### config.mk
export PLATFORM = sky130hd
export DESIGN_NAME = fetch_unit
export DESIGN_NICKNAME = d
export VERILOG_FILES = /design/src/rtl/fetch_unit.sv
export SDC_FILE = /design/constraint.sdc
export NUM_CORES = 1
export LEC_CHECK = 0
export CAP_MARGIN = 20
export CORE_MARGIN = 4
export CORE_UTILIZATION = 40
export CTS_BUF_LIST = sky130_fd_sc_hd__clkbuf_2 sky130_fd_sc_hd__clkbuf_4 sky130_fd_sc_hd__clkbuf_8
export CTS_CLUSTER_SIZE = 14
export DETAILED_ROUTE_END_ITERATION = 6
export DONT_BUFFER_PORTS = 1
export SKIP_LAST_GASP = 1
export SLEW_MARGIN = 20
export SYNTH_ARGS = -nofsm -noshare
export SYNTH_HDL_FRONTEND = slang
export SYNTH_SLANG_ARGS = --single-unit
### constraint.sdc
create_clock -name CLK -period 2.1 [get_ports CLK]
set_input_delay 0.21 -clock CLK [delete_from_list [all_inputs] [get_ports CLK]]
set_output_delay 0.21 -clock CLK [all_outputs]
set_load 0.05 [all_outputs]
### src/rtl/fetch_unit.sv
// Fetch-side producer for the IF/ID register: owns the PC, runs a req/ack instruction-memory handshake.
// Optional build macro FETCH_MISALIGN_TRAP_EN adds FetchMisalign and a terminal trap on misaligned redirects.
module fetch_unit #(
  parameter logic [31:0] RESET_PC = 32'h0000_0000,
  parameter int unsigned PC_STEP  = 4
) (
  input  logic        CLK,
  input  logic        RST,
  input  logic        StallF,
  input  logic        PCSrcE,
  input  logic [31:0] PCTargetE,
  output logic        IMemReq,
  output logic [31:0] IMemAddr,
  input  logic        IMemAck,
  input  logic [31:0] IMemRData,
  output logic [31:0] InstrF,
  output logic [31:0] PCF,
  output logic [31:0] PCPlus4F,
  output logic        FetchValid,
  output logic        FetchStallReq
`ifdef FETCH_MISALIGN_TRAP_EN
  ,
  output logic        FetchMisalign
`endif
);

  localparam logic [31:0] STEP = 32'(PC_STEP);
  localparam logic [31:0] NOP  = 32'h0000_0013;

  typedef enum logic [1:0] {
    S_REQ  = 2'd0,
    S_WAIT = 2'd1,
    S_HOLD = 2'd2
`ifdef FETCH_MISALIGN_TRAP_EN
    ,
    S_TRAP = 2'd3
`endif
  } state_t;

  state_t      state;
  logic [31:0] pc;
  logic [31:0] pend_target;
  logic        discard;
  logic        imem_req;
  logic        fetch_valid;
  logic [31:0] instr_f;
  logic [31:0] pcf;
  logic [31:0] pcplus4f;
  logic [31:0] redir_tgt;
  logic [31:0] pc_seq;

  assign redir_tgt = PCTargetE & ~32'h0000_0003;
  assign pc_seq    = pc + STEP;

  // The request address is the PC register itself, so it cannot move while a request waits.
  assign IMemReq       = imem_req;
  assign IMemAddr      = pc;
  assign InstrF        = instr_f;
  assign PCF           = pcf;
  assign PCPlus4F      = pcplus4f;
  assign FetchValid    = fetch_valid;
  assign FetchStallReq = imem_req & ~IMemAck;

`ifdef FETCH_MISALIGN_TRAP_EN
  logic fetch_misalign;
  logic trap_redirect;

  assign FetchMisalign = fetch_misalign;
  assign trap_redirect = PCSrcE && (PCTargetE[1:0] != 2'b00) && (state != S_TRAP);
`endif

  // NOTE: state uses non-blocking assignments so every branch sees the pre-edge values.
  always_ff @(posedge CLK or negedge RST) begin
    if (!RST) begin
      state       <= S_REQ;
      pc          <= RESET_PC;
      pend_target <= 32'h0;
      discard     <= 1'b0;
      imem_req    <= 1'b0;
      fetch_valid <= 1'b0;
      instr_f     <= NOP;
      pcf         <= RESET_PC;
      pcplus4f    <= RESET_PC + STEP;
`ifdef FETCH_MISALIGN_TRAP_EN
      fetch_misalign <= 1'b0;
`endif
    end
`ifdef FETCH_MISALIGN_TRAP_EN
    else if (trap_redirect) begin
      state          <= S_TRAP;
      fetch_misalign <= 1'b1;
      imem_req       <= 1'b0;
      fetch_valid    <= 1'b0;
      discard        <= 1'b0;
      pcf            <= PCTargetE;
    end
`endif
    else begin
      case (state)
        S_REQ: begin
          if (PCSrcE) begin
            // Any data acked alongside the redirect is wrong-path and dropped.
            pc          <= redir_tgt;
            imem_req    <= 1'b1;
            fetch_valid <= 1'b0;
          end else if (imem_req && IMemAck) begin
            instr_f     <= IMemRData;
            pcf         <= pc;
            pcplus4f    <= pc_seq;
            fetch_valid <= 1'b1;
            imem_req    <= 1'b0;
            state       <= S_HOLD;
          end else if (imem_req) begin
            state <= S_WAIT;
          end else begin
            imem_req <= 1'b1;
          end
        end
        S_WAIT: begin
          if (IMemAck) begin
            discard <= 1'b0;
            if (PCSrcE) begin
              pc    <= redir_tgt;
              state <= S_REQ;
            end else if (discard) begin
              pc    <= pend_target;
              state <= S_REQ;
            end else begin
              instr_f     <= IMemRData;
              pcf         <= pc;
              pcplus4f    <= pc_seq;
              fetch_valid <= 1'b1;
              imem_req    <= 1'b0;
              state       <= S_HOLD;
            end
          end else if (PCSrcE) begin
            pend_target <= redir_tgt;
            discard     <= 1'b1;
          end
        end
        S_HOLD: begin
          if (PCSrcE) begin
            pc          <= redir_tgt;
            imem_req    <= 1'b1;
            fetch_valid <= 1'b0;
            state       <= S_REQ;
          end else if (!StallF) begin
            pc          <= pc_seq;
            imem_req    <= 1'b1;
            fetch_valid <= 1'b0;
            state       <= S_REQ;
          end
        end
`ifdef FETCH_MISALIGN_TRAP_EN
        S_TRAP: state <= S_TRAP;
`endif
        default: state <= S_REQ;
      endcase
    end
  end

endmodule

# After elaboration in Yosys (flattened, before gate mapping)
# Index checks and enable logic that the tools add are counted.
# totals
ff_bits	163
wordCells	88
# classes
n_addsub	1
eq_ne	12
muxes	52
bitwise_logic	2
reduce_logical	12
# ops
op	n
two-way mux 32 bit	21
one-hot mux 32 bit (2 select lines)	3
one-hot mux 32 bit (3 select lines)	1
adder 32 x 3 -> 32 bit, second input constant	1
two-way mux 1 bit	16
two-way mux 2 bit	8
inequality test 2 bit, second input constant	6
inequality test 3 bit, second input constant	4
AND reduction 6 bit	2
AND reduction 5 bit	2
one-hot mux 1 bit (3 select lines)	2
one-hot mux 2 bit (3 select lines)	1
AND reduction 4 bit	1
nonzero test 2 bit	2
AND reduction 3 bit	1
nonzero test 3 bit	1
equality test 2 x 1 -> 1 bit, second input constant	1
equality test 2 bit, second input constant	1
zero test 2 bit	1
AND reduction 2 bit	1
bitwise AND 1 bit	1
logical AND 1 bit	1
NOT 1 bit	1

# Logic depth before layout (Yosys ltp)
# Gate-level depths: netlist of run 1.
# logic_depth
depth_word	5
ltp_mapped	10

# Worst setup path before layout of run 1
# OpenSTA, ideal clock, no wires.
# synth_path
path_kind	flip-flop to flip-flop
startpoint	reg pc[5], in the netlist IMemAddr[5]
endpoint	reg pc[12], in the netlist IMemAddr[12]
setup_ns	0.083
arrival_ns	1.996
slack_ns	0.021
stages_incl_launch_ff	7
path_buffers	1
period_less_slack_ns	2.079
path_cell_list	dfrtp_1 buf_2 nand4_2 or4_4 nor3_1 a221oi_1 o22ai_1
# synth_between
elab_chain_cells	4
# synth_lines
element	line	text
start: declaration	41	logic [31:0] pc;
start signal: assignment	103	pc <= redir_tgt;
start signal: assignment	123	pc <= redir_tgt;
start signal: assignment	126	pc <= pend_target;
adder 32 x 3 -> 32 bit	53	assign pc_seq = pc + STEP;
two-way mux 32 bit	147	end else if (!StallF) begin
two-way mux 32 bit	142	if (PCSrcE) begin
one-hot mux 32 bit (3 select lines)	99	case (state)
# Every way passes these cells. The select of a mux whose other input is x is not followed.
# A chain may end at the register's enable or synchronous reset.

# Worst setup path after layout of run 1
# layout_path
startpoint	reg state[1]
endpoint	reg instr_f[3], in the netlist InstrF[3]
# layout_between
elab_chain_cells	3
elab_cells_between_ends	10
classes_between	eq/ne: 6; mux: 1; reduce/logical: 3
# layout_lines
element	line	text
start: declaration	40	state_t state;
start signal: assignment	75	state <= S_REQ;
start signal: assignment	112	state <= S_HOLD;
start signal: assignment	114	state <= S_WAIT;
equality test 2 x 1 -> 1 bit / zero test 2 bit (equally long branches)	99	
inequality test 2 bit (no line) / nonzero test 2 bit (equally long branches)	-	
AND reduction 6 bit (no line)	-	
end signal: assignment	107	instr_f <= IMemRData;
end signal: assignment	129	instr_f <= IMemRData;
end: declaration	46	logic [31:0] instr_f;
# Parallel ways exist; a longest one is shown, timed or not.

==> reports/qor.csv, run 1 <==
stage,metric,value,unit
yosys,synth_edf_count,0,
timing,setup_tns,0,ns
final_layout,mostFrequentLayoutCell,dfrtp_1,
worst_setup_path,critPathCaptureType,register,
die,start_util,41.2,%
min_path,min_path_type,input port to async pin,
die,die_x,145,um
place,dp_hpwl,14000,um
timing,fin_crit_sh,98.0,%
yosys,ys_seq_area_share,52.5,%
yosys,yosys_warnings,0,
worst_setup_path,arrival,2.39,ns
final_layout,areaGrowthSynthToFinish,28.6,%
place,io_buffers,0,
place,globalplace.congestion,0.776,
final_layout,nets,853,
yosys,synth_top_flop_cell,dfrtp_1,
timing,holdWs,-0.552,ns
grt,antenna_found_initial,0,
worst_setup_path,cp_data_required_time,2.43,ns
yosys,synth_cell_types,57,
die,row_count,49,
yosys,synthArstFlopShare,100,%
route,drt_iter0_drc,476,
timing,worst_slew_pin_slew,0.535,ns
final_layout,antenna_cells,0,
route,wl_per_cell,21.2,um
outcome,status,"finished, violations left",
clocking,numCtsBuffers,17,
timing,hold_violations,157,
outcome,violations,hold timing,
clocking,clockBufferDepth,2,
route,drtAntennaViolNets,0,
clocking,clkLatencyLatePin,0.45,ns
final_layout,drive_gt1_share,25.8,%
final_layout,final_cell_mix,"dfrtp_1, dlygate4sd3_1, nor2_1",
timing,drv_slew,0,
yosys,syn_area,7500,um^2
yosys,syn_area_per_cell,11.3,um^2
clocking,clock_sinks,157,
clocking,cts_tree,done,
route,vias_per_cell,5.66,
timing,setup_viol,0,
grt,grt_pass1_vias,6126,
route,drc,0,
route,drt-total-wl,21700,um
die,ios,200,
clocking,clkTransAtPathRegs,0.09,ns
grt,grtUsageTotal,20.0,%
yosys,synth.ff_latch_count,157,
clocking,htreeDepth,4,
timing,clock.fmax,486,MHz
die,fp.dieH,145,um
worst_setup_path,critPathKind,register to register,
run,cap_viol_max_count,0,
route,dr.pass1.iters,5,
worst_setup_path,cp_max_fo,8,
clocking,ctsRootBufferMaster,clkbuf_8,
route,vias,5776,
timing,slew-limit-headroom,64.4,%
grt,grt_overflow,0,
grt,grt_max_degree,158,
grt,grt_pass1_wl,34100,um
yosys,synth_cells,663,
timing,clock_skew,0.0155,ns
worst_setup_path,critPathLaunchType,register,
die,core_area,18200,um^2
final_layout,utilization,52.9,%
timing,period_minus_slack,2.06,ns
die,dieArea,21000,um^2
## state kept, by name, indices dropped and copies added, names as in the netlist
name and count:
IMemReq 1, InstrF 32, pend_target 30, PCF 30, IMemAddr 30, state 2, FetchValid 1, discard 1
PCPlus4F 30
## through the flow
step	worst slack (ns)	area [um^2]	std cells
2_1_floorplan	0.0208	7520	668
6_report	0.0430	9640	1021
5_1_grt	-0.00142	9640	1021
3_3_place_gp	-0.0511	8110	907
3_5_place_dp	-0.155	8110	907
4_1_cts	-0.0518	9330	1012
## cells in the mapped netlist, types with 8 or more instances
cell type	instances	area, um^2
xnor2_1	25	219
dfrtp_1	153	3830
nand3_1	9	45.0
o21ai_0	23	115
mux2_2	41	462
clkbuf_1	17	63.8
mux2_1	53	597
nand2_1	38	143
o21ai_1	12	60.1
nor2_1	63	236
a222oi_1	8	80.1
and3_1	9	56.3
a22o_1	8	70.1
buf_2	21	105
o2bb2ai_1	14	123
a221oi_1	14	123
inv_1	16	60.1
a21oi_1	35	175
## routing by layer
metal | global-route usage (%) | up-vias | wire length, um
met4 | 5.18 | 0 | 182
met2 | 33.7 | 258 | 10600
li1 | - | 2617 | -
met3 | 6.21 | 20 | 1810
met5 | 0 | - | 0
met1 | 25.2 | 2881 | 9040
## cell type report
class / instances / area, um^2
clock buffers: 22 / 290
flip-flops and latches: 157 / 3940
well taps: 229 / 287
repair buffers: 143 / 1500
inverters: 17 / 63.8
fillers: 1548 / 8570
multi-input cells: 443 / 3430
clock inverters: 10 / 138
## final timing paths
kind	startpoint	endpoint	slack, ns	cells after the start
worst max-delay path	state[1]	InstrF[3]	0.04	9
worst min-delay path	RST	InstrF[3]	-0.55	0
worst max register to register	state[1]	InstrF[3]	0.04	9
worst min register to register	pend_target[9]	pend_target[9]	0.51	1
max in group asynchronous	RST	PCPlus4F[2]	2.42	0
min in group CLK	PCTargetE[15]	IMemAddr[15]	0.04	3
## critical path, cell delays in order, from the launching register on
cell	delay, ns
dfrtp_1	0.38
inv_2	0.08
ha_4	0.18
nand2_1	0.08
o21ai_2	0.08
nor4_4	0.28
buf_6	0.19
buf_12	0.16
clkbuf_16	0.17
mux2_1	0.32
## what timing repair did
action                     in CTS  in global routing
resized for setup               8                 35
hold endpoints to repair      240                158
setup endpoints to repair      93                102
gates cloned                    2                  4
hold buffers                   66                  1
buffers inserted                6                  4
pin swaps                       1                  5
## kinds of logic after synthesis
logic type | share of synthesized area (%)
XOR/XNOR | 3.04
AO/OA/AOI/OAI | 12.9
multiplexers | 14.3
flip-flops | 52.5
adder cells (fa/ha/maj) | 0.834
buffers and inverters | 4.07
other | 0.0500
AND/OR/NAND/NOR | 12.4
Power of run 1 is left out: the tool's default activity adds up to more than one toggle a clock period on the data nets, which glitch-free logic cannot reach.
==> run 2: changes to the inputs <==
==> constraint.sdc (replaced) <==
create_clock -name CLK -period 1.7 [get_ports CLK]
set_input_delay 0.17 -clock CLK [delete_from_list [all_inputs] [get_ports CLK]]
set_output_delay 0.17 -clock CLK [all_outputs]
set_load 0.05 [all_outputs]
==> reports/qor.csv, run 2 (same netlist as run 1, synthesis figures left out) <==
stage,metric,value,unit,change
outcome,status,"finished, violations left",,
outcome,violations,"hold timing, setup timing",,
timing,rsz0062_at_grt,true,,
worst_setup_path,critPathCaptureType,register,,
worst_setup_path,reg2reg_from,state[1],,
clocking,holdBufCountCts,65,,-1.5%
die,dieArea,21000,um^2,unchanged
clocking,htreeDepth,4,,unchanged
place,globalplace.congestion,0.820,,+5.7%
route,vias,6161,,+6.7%
final_layout,mostFrequentLayoutCell,dfrtp_1,,
final_layout,drive_gt1_share,43.0,%,+17 points
worst_setup_path,crit_start,state[1],,
route,drt_iter0_drc,354,,-26%
grt,antenna_found_initial,1,,+1
final_layout,largest_reg_flops,32,,unchanged
timing,setup_viol,140,,+140
worst_setup_path,endpoint,IMemAddr[18],,
worst_setup_path,arrival,2.36,ns,-0.03 ns
timing,period_minus_slack,2.01,ns,-0.0435 ns
route,vias_per_cell,5.74,,+1.4%
final_layout,fillCellCount,1397,,-9.8%
place,dp_hpwl,14900,um,+6.2%
die,die_x,145,um,unchanged
route,drc,0,,unchanged
final_layout,final_cell_mix,"dfrtp_1, buf_4, dlygate4sd3_1",,
route,drtAntennaViolNets,0,,unchanged
clocking,ctsRootBufferMaster,clkbuf_8,,
timing,clock.fmax,497,MHz,+2.2%
worst_setup_path,crit_family,simple AND/OR/NAND/NOR gates,,
final_layout,areaGrowthSynthToFinish,43.7,%,
die,fp.dieH,145,um,unchanged
die,row_count,49,,unchanged
worst_setup_path,crit_cells,7,,-2
min_path,min_path_type,input port to async pin,,
die,start_util,41.2,%,unchanged
worst_setup_path,critPathLaunchType,register,,
grt,grt_pass1_wl,37000,um,+8.5%
timing,fin_crit_sh,118,%,+20 points
final_layout,stdcell_count,1074,,+5.2%
final_layout,utilization,59.1,%,+6.2 points
timing,setup_slack,-0.314,ns,-0.357 ns
route,wl_per_cell,22.3,um,+5.1%
grt,grt_max_degree,158,,unchanged
clocking,numCtsBuffers,17,,unchanged
worst_setup_path,r2r_cells,7,,-2
die,core_area,18200,um^2,unchanged
worst_setup_path,crit_chain,"buf_4, ha_2, nand3b_1, o21ai_2, or3b_4, buf_12, o32a_1",,
clocking,clockBufferDepth,2,,unchanged
grt,grt_overflow,0,,unchanged
worst_setup_path,cp_max_fo,8,,unchanged
final_layout,nets,906,,+6.2%
timing,hold_violations,158,,+0.64%
place,place_worst_setup_slack,-0.410,ns,-0.254 ns
clocking,clkLatencyLatePin,0.46,ns,about the same
worst_setup_path,crit_path_max_incr_delay,0.46,ns,+0.08 ns
grt,grt_pass1_vias,6394,,+4.4%
worst_setup_path,timing.rr.end,IMemAddr[18],,
run,cap_viol_max_count,0,,unchanged
clocking,clkTransAtPathRegs,0.10,ns,about the same
timing,drv_slew,0,,unchanged
clocking,clock_sinks,157,,unchanged
grt,grtUsageTotal,22.0,%,+2.0 points
die,ios,200,,unchanged
worst_setup_path,r2r_slack,-0.31,ns,-0.36 ns
worst_setup_path,cp_data_required_time,2.05,ns,-0.38 ns
route,drt-total-wl,24000,um,+11%
timing,worst_slew_pin_slew,0.620,ns,+0.0851 ns
final_layout,antenna_cells,0,,unchanged
timing,slew-limit-headroom,58.7,%,-5.7 points
route,dr.pass1.iters,7,,+2
timing,holdWs,-0.595,ns,-0.0432 ns
place,io_buffers,0,,unchanged
place,dp_cells,946,,+4.3%
worst_setup_path,critPathKind,register to register,,
clocking,cts_tree,done,,
worst_setup_path,cpMaxStageDelayCell,or3b_4,,
timing,clock_skew,0.0169,ns,+0.00146 ns
worst_setup_path,cp.buffers_inverters,2,,-2
-- run 2: cell count changes in the layout (fill, tap and decap cells not counted), moves of 17 or more --
cell,delta
a21oi_1,-19
nor2_1,-22
dfrtp_2,+20
dfrtp_1,-20
buf_4,+34
a21oi_2,+17
-- run 2: layer usage --
metal | GRT usage (%) | part of all wire (%)
met4 | 9.79 | 2.7
met3 | 6.80 | 7.2
met5 | 0 | 0.054
met1 | 28.9 | 43
met2 | 33.7 | 47
-- run 2: worst register-to-register path, delay by kind of cell (launching register included) --
family	cells	cell delay, ns
adder cells (fa/ha/maj)	1	0.17
AND/OR/NAND/NOR	2	0.58
flip-flops	1	0.41
buffers and inverters	2	0.33
AO/OA/AOI/OAI	2	0.43
-- run 2: final cells by class --
type | count | area (um^2) | area share, %
clock buffer | 17 | 234 | 2.17
timing repair buffer | 196 | 2030 | 18.9
inverter | 17 | 66.3 | 0.616
clock inverter | 15 | 205 | 1.91
tap | 229 | 287 | 2.66
multi-input combinational | 443 | 3990 | 37.0
sequential | 157 | 3960 | 36.8
-- run 2: how the worst min path moves through the flow --
stage,startpoint,endpoint,depth (start not counted)
finish,RST,IMemAddr[11],0
global route,RST,PCF[30],0
CTS,RST,IMemAddr[12],0
detailed placement,RST,InstrF[14],0
global placement,RST,InstrF[14],0
floorplan,RST,FetchValid,0
-- run 2: repair_timing --
action | in CTS | in global routing
pin swaps | 19 | 21
cloned | 7 | 1
endpoints found under the hold margin | 249 | 158
resized for setup | 99 | 85
endpoints found under the setup margin | 152 | 154
setup buffers | 20 | 6
-- run 2: through the flow --
step / instance area, um^2 / TNS (ns)
after floorplan: 7720 / -24.58
after global placement: 8530 / -29.76
after detailed placement: 8530 / -37.28
after CTS: 10400 / -24.19
after global routing: 10800 / -36.55
final: 10800 / -28.45
Power of run 2 is left out for the same reason.
